**src/rtl/io_port_bank.sv**
```systemverilog
// io_port_bank: memory-mapped I/O bank linking the CPU I/O bus to NUM_PORTS devices.
// Ports: clk/reset (sync, active-high); cpu_en/we/addr/wdata -> cpu_rdata/cpu_rvalid;
//        dev_in_data/dev_in_valid capture; dev_out_data/dev_out_strobe drive; irq.
// Latency: writes land at the sampling edge; read data appears one edge after sampling.
//          There is no backpressure, and the bank accepts one access every cycle.
module io_port_bank #(
  parameter int NUM_PORTS = 8,
  parameter int DATA_W    = 8,
  parameter int ADDR_W    = 7
) (
  input  logic                          clk,
  input  logic                          reset,
  input  logic                          cpu_en,
  input  logic                          cpu_we,
  input  logic [ADDR_W-1:0]             cpu_addr,
  input  logic [DATA_W-1:0]             cpu_wdata,
  output logic [DATA_W-1:0]             cpu_rdata,
  output logic                          cpu_rvalid,
  input  logic [NUM_PORTS*DATA_W-1:0]   dev_in_data,
  input  logic [NUM_PORTS-1:0]          dev_in_valid,
  output logic [NUM_PORTS*DATA_W-1:0]   dev_out_data,
  output logic [NUM_PORTS-1:0]          dev_out_strobe,
  output logic                          irq
);

  localparam logic [ADDR_W-1:0] A_STATUS  = ADDR_W'(NUM_PORTS);
  localparam logic [ADDR_W-1:0] A_OVF     = ADDR_W'(NUM_PORTS + 1);
  localparam logic [ADDR_W-1:0] A_IRQMASK = ADDR_W'(NUM_PORTS + 2);

  logic [NUM_PORTS*DATA_W-1:0] out_q, out_d;
  logic [NUM_PORTS*DATA_W-1:0] in_q, in_d;
  logic [NUM_PORTS-1:0]        pend_q, pend_d;
  logic [NUM_PORTS-1:0]        ovf_q, ovf_d;
  logic [NUM_PORTS-1:0]        mask_q, mask_d;
  logic [NUM_PORTS-1:0]        strobe_q, strobe_d;
  logic [DATA_W-1:0]           rd_pipe_q, rd_pipe_d;
  logic                        rd_pipe_vld_q, rd_pipe_vld_d;
  logic [DATA_W-1:0]           rdata_q, rdata_d;
  logic                        rvalid_q, rvalid_d;
  logic                        irq_q, irq_d;
  logic                        rd_en, wr_en;
  logic [NUM_PORTS-1:0]        rd_clr;

  always_comb begin
    rd_en         = cpu_en & ~cpu_we;
    wr_en         = cpu_en & cpu_we;
    out_d         = out_q;
    in_d          = in_q;
    pend_d        = pend_q;
    ovf_d         = ovf_q;
    mask_d        = mask_q;
    strobe_d      = '0;
    rd_clr        = '0;
    // Read data is sampled from the pre-edge state, so a same-cycle capture
    // or overflow event never leaks into the response.
    rd_pipe_d     = '0;
    rd_pipe_vld_d = rd_en;
    rdata_d       = rd_pipe_vld_q ? rd_pipe_q : rdata_q;
    rvalid_d      = rd_pipe_vld_q;
    irq_d         = |(pend_q & mask_q);

    for (int p = 0; p < NUM_PORTS; p++) begin
      if (cpu_addr == ADDR_W'(p)) begin
        if (rd_en) begin
          rd_pipe_d = in_q[p*DATA_W +: DATA_W];
          rd_clr[p] = 1'b1;
        end
        if (wr_en) begin
          out_d[p*DATA_W +: DATA_W] = cpu_wdata;
          strobe_d[p]               = 1'b1;
        end
      end
    end

    if (rd_en && cpu_addr == A_STATUS)  rd_pipe_d = DATA_W'(pend_q);
    if (rd_en && cpu_addr == A_OVF) begin
      rd_pipe_d = DATA_W'(ovf_q);
      ovf_d     = '0;
    end
    if (rd_en && cpu_addr == A_IRQMASK) rd_pipe_d = DATA_W'(mask_q);
    if (wr_en && cpu_addr == A_IRQMASK) mask_d    = cpu_wdata[NUM_PORTS-1:0];

    // Capture runs after the read-to-clear above so a new overflow wins, and
    // a capture racing a DATA read keeps pending set without flagging overflow.
    for (int p = 0; p < NUM_PORTS; p++) begin
      if (dev_in_valid[p]) begin
        in_d[p*DATA_W +: DATA_W] = dev_in_data[p*DATA_W +: DATA_W];
        pend_d[p]                = 1'b1;
        if (pend_q[p] && !rd_clr[p]) ovf_d[p] = 1'b1;
      end else if (rd_clr[p]) begin
        pend_d[p] = 1'b0;
      end
    end
  end

  always_ff @(posedge clk) begin
    if (reset) begin
      out_q         <= '0;
      in_q          <= '0;
      pend_q        <= '0;
      ovf_q         <= '0;
      mask_q        <= '0;
      strobe_q      <= '0;
      rd_pipe_q     <= '0;
      rd_pipe_vld_q <= 1'b0;
      rdata_q       <= '0;
      rvalid_q      <= 1'b0;
      irq_q         <= 1'b0;
    end else begin
      out_q         <= out_d;
      in_q          <= in_d;
      pend_q        <= pend_d;
      ovf_q         <= ovf_d;
      mask_q        <= mask_d;
      strobe_q      <= strobe_d;
      rd_pipe_q     <= rd_pipe_d;
      rd_pipe_vld_q <= rd_pipe_vld_d;
      rdata_q       <= rdata_d;
      rvalid_q      <= rvalid_d;
      irq_q         <= irq_d;
    end
  end

  assign cpu_rdata      = rdata_q;
  assign cpu_rvalid     = rvalid_q;
  assign dev_out_data   = out_q;
  assign dev_out_strobe = strobe_q;
  assign irq            = irq_q;

endmodule

```
**config.mk**
```make
export PLATFORM = sky130hd
export DESIGN_NAME = io_port_bank
export DESIGN_NICKNAME = d
export VERILOG_FILES = /design/src/rtl/io_port_bank.sv
export SDC_FILE = /design/constraint.sdc
export NUM_CORES = 1
export LEC_CHECK = 0
export ABC_AREA = 0
export ABC_CLOCK_PERIOD_IN_PS = 2300
export CAP_MARGIN = 15
export CORE_MARGIN = 2
export CORE_UTILIZATION = 45
export DETAILED_ROUTE_END_ITERATION = 8
export PLACE_DENSITY = 0.86
export SYNTH_ARGS = -nofsm -noshare
export SYNTH_HDL_FRONTEND = slang
export SYNTH_SLANG_ARGS = --single-unit
```
**constraint.sdc**
```tcl
create_clock -name clk -period 2.3 [get_ports clk]
set_clock_uncertainty 0.05 [all_clocks]
set_input_delay 0.46 -clock clk [delete_from_list [all_inputs] [get_ports clk]]
set_output_delay 0.46 -clock clk [all_outputs]
set_load 0.005 [all_outputs]
```
* After elaboration in Yosys (flattened, before gate mapping) *
Cells that the tools add are included.

word-level totals
  word-level logic and storage cells = 169
  output and inout bits = 82
  bits in registers = 179

operators by class
  equal/unequal tests = 10
  bitwise operators = 12
  reductions and logical operators = 46
  mux-type cells = 62

operators by type and width
  kind                                                 number
  2-to-1 mux 8 bit                                     20
  2-to-1 mux 1 bit                                     42
  equality test 7 x 3 -> 1 bit, second input constant  4
  equality test 7 x 4 -> 1 bit, second input constant  3
  AND reduction 2 bit                                  8
  nonzero test 2 bit                                   8
  OR reduction 2 bit                                   8
  equality test 7 x 2 -> 1 bit, second input constant  2
  logical AND 1 bit                                    12
  inverter 1 bit                                       9
  AND 8 bit                                            1
  logical NOT 1 bit                                    8
  OR reduction 8 bit                                   1
  equality test 7 x 1 -> 1 bit, second input constant  1
  logical NOT 7 bit                                    1
  AND 1 bit                                            2

* Logic depth before layout (Yosys ltp) *
  word-level depth = 21
  mapped depth = 7
  mapped depth without buffers = 5

* Worst setup path after synthesis *
OpenSTA, ideal clock, no wires.

  path type = in2reg
  from = input cpu_addr[5]
  to = register out_q[10] (netlist: dev_out_data[10])
  arrival = 2019 ps
  data required time = 2122 ps
  library setup time = 128 ps
  stages = 6
  buffers on the path = 1
  slack = 104 ps
  cell sequence = or3_4 or3_4 or4_1 buf_4 mux2i_1 nor2_1

on the way
  word-level cells in the longest chain between the ends = 2

RTL lines
  what                           line  source
  start: declaration             15    input logic [ADDR_W-1:0] cpu_addr,
  equality test 7 x 1 -> 1 bit   63    if (cpu_addr == ADDR_W'(p)) begin
  AND reduction 2 bit (no line)  --
  end signal: assignment         110   out_q <= out_d;
  end: declaration               30    logic [NUM_PORTS*DATA_W-1:0] out_q, out_d;

No other way between the ends.
A chain may end at the register's enable or synchronous reset.

* Final worst setup path *
  from = input cpu_addr[5]
  to = register out_q[8] (netlist: dev_out_data[8])

Same word-level chain as after synthesis.

==> results.cfg <==
[setup_path]
worst-setup-path-type = in2reg
cp-startpoint = cpu_addr[5]
endpoint = dev_out_data[8]
reg2reg_to = rd_pipe_q[2]
startpoint_type = input port
cp.arrival_ns = 2.55
cp_max_fo = 5
cp.required_ns = 2.56
r2r_setup_slack_ns = 0.72
r2r_start = in_q[18]
rr_worst_depth = 5
end_kind = register

[routing]
avgRoutedWirePerCell_um = 17.51
viasPerCell = 5.256
drc = 0
first_pass_iters = 5
routed-via-count = 6092
first_iter_violations = 415
wl_mm = 20.29
ant_nets = 0

[clock_network]
cts_hold_buf = 0
clock_sinks = 179
clock_latency_ns = 0.43
path_clk_slew_ns = 0.07
cts_root_buf = clkbuf_16
cts_max_level = 4
cts_tree = built
cts_inserted_buffers = 17
clock_path_buffers = 2

[floorplanning]
coreArea_um2 = 15710
dieArea_um2 = 16940
rows = 46
io_pins = 173
die_width_um = 130.1
die_y_um = 130.1
start_util_pct = 45.56

[timing]
worst_slack_ns = 0.01829
tightestPinTransition_ns = 0.6886
setup_violations = 0
final_max_slew_viol_count = 0
period_share_pct = 99.20
rsz0062_at_grt = false
hold_viol_final = 0
relSlewSlack_pct = 53.95
layout_min_cycle_time_ns = 2.282
fmax_ghz = 0.4383

[global_routing]
track_usage_pct = 24.24
grt_first_pass_wirelength_mm = 31.38
antenna_found_initial = 0
use_met3_pct = 7.257
grt-ovfl-total = 0
grt_use_met2_pct = 40.25
grt_busiest_layer = met2
grt_pass1_vias = 6041
grt_max_degree = 76
grt_use_met1_pct = 29.75

[pwr]
comb_power_share_pct = 9.3
clock_power_share_pct = 41.1
p_leak_nw = 4.122
power.density_nw_per_um2 = 646.5
p_total_mw = 6.542
pwr-share-seq_pct = 49.6
swShare_pct = 23.84
intPower_mw = 4.982
peakVddDrop_v = 0.0005236
p_switching_mw = 1.560

[placement]
place_hpwl_mm = 14.80
place_ws_ns = -0.4737
gp_congestion = 0.9242
portBuffers = 172

[synth]
synth_edf_count = 0
synthesis.nets = 816
ys_ff_latch = 179
synth_area_per_cell_um2 = 9.875
synthArstFlopShare_pct = 0
synth_cells = 725
ys_types = 49
syn_area_um2 = 7159
ys_seq_area_share_pct = 50.05
ys_warn_count = 0
synthFlopType = dfxtp_1

[final_layout]
nets = 1021
syn2layout_area_growth_pct = 41.35
diodes = 0
fillCellCount = 1198
final_common_cell = dfxtp_1
layout_common_cells = dfxtp_1 (179), nor2_1 (178), clkdlybuf4s50_1 (169)
drive_gt1_share_pct = 14.00

[job]
cap_violations = 0

[min_path]
min_path_type = in2reg

[run_status]
status = finished clean
## sequential cells by signal, summed over array words and instances, names as in the netlist, 8 cells and up
signal	cells
dev_out_strobe	8
cpu_rdata	8
mask_q	8
in_q	64
dev_out_data	64
ovf_q	8
pend_q	8
rd_pipe_q	8
## how the worst min path moves through the flow
stage               depth (start not counted)      from           end  slack (ns)
floorplan                                   2  ovf_q[0]      ovf_q[0]        0.38
CTS                                         2     reset  cpu_rdata[5]        0.39
finish                                      2     reset  cpu_rdata[2]        0.40
global placement                            2  ovf_q[4]      ovf_q[4]        0.39
detailed placement                          2  ovf_q[4]      ovf_q[4]        0.40
global route                                2     reset  cpu_rdata[2]        0.41
## metal layers
metal | wire length (µm) | vias up
met3 | 1447 | 40
li1 | - | 2915
met4 | 543 | 0
met1 | 8440 | 2910
met2 | 9862 | 227
met5 | 0 | -
## synthesized netlist by cell type, types with 5 or more instances
| master | n | area [µm²] |
|---|---|---|
| dfxtp_1 | 179 | 3583 |
| nor2_1 | 178 | 668.1 |
| mux2i_1 | 145 | 1451 |
| clkbuf_1 | 46 | 172.7 |
| a21oi_1 | 27 | 135.1 |
| nand2_1 | 25 | 93.84 |
| a32oi_1 | 11 | 96.34 |
| mux4_2 | 9 | 202.7 |
| o21ai_0 | 9 | 45.04 |
| buf_2 | 7 | 35.03 |
| inv_1 | 7 | 26.28 |
| or3_1 | 7 | 43.79 |
| a22oi_1 | 5 | 37.54 |
| mux2_2 | 5 | 56.30 |
| nor3_1 | 5 | 25.02 |
## kinds of logic after synthesis
family          share of synthesized area (%)
simple gates                            15.43
mux                                     23.89
compound gates                          6.991
flops                                   50.05
buf+inv                                 3.635
## stage by stage
| stage | std cells | utilization [%] | TNS [ns] | cell area, µm² | hold WS [ns] |
|---|---|---|---|---|---|
| final | 1159 | 64.41 | 0 | 10120 | 0.3993 |
| after global routing | 1159 | 64.41 | 0 | 10120 | 0.4063 |
| after CTS | 1158 | 64.25 | 0 | 10100 | 0.3902 |
| after detailed placement | 1125 | 60.67 | -24.47 | 9533 | 0.3968 |
| after global placement | 1125 | 60.67 | -22.15 | 9533 | 0.3893 |
| after floorplan | 725 | - | 0 | 7159 | 0.3820 |
## cell type report
type | count | area [µm²] | share of cell area (%)
clock inverters | 11 | 80.08 | 0.7913
multi-input cells | 482 | 3331 | 32.91
flip-flops and latches | 179 | 3583 | 35.41
clock buffers | 21 | 470.5 | 4.649
repair buffers | 243 | 2359 | 23.31
inverters | 7 | 26.28 | 0.2596
well taps | 216 | 270.3 | 2.671
## power by group through the flow
stage                     combinational [mW]  sequential (mW)  clock (mW)
final                                  0.608             3.25        2.69
after global routing                   0.653             3.26        2.85
after CTS                              0.604             3.25        2.73
after detailed placement               0.601             3.31           0
after global placement                 0.588             3.31           0
after floorplan                        0.305             3.29           0
## critical path, stage by stage
cell and delay, ns:
clkdlybuf4s50_1 0.42, or3_4 0.36, or3_4 0.42, or4_4 0.45
buf_6 0.16, mux2i_2 0.20, nor2_1 0.06
## repair_timing
item	4_1_cts	5_1_grt
cloned	1	0
resized for setup	2	5
buffers inserted	0	1
setup endpoints to repair	2	10
pin swaps	0	3
Power figures use the tool's default switching activity.
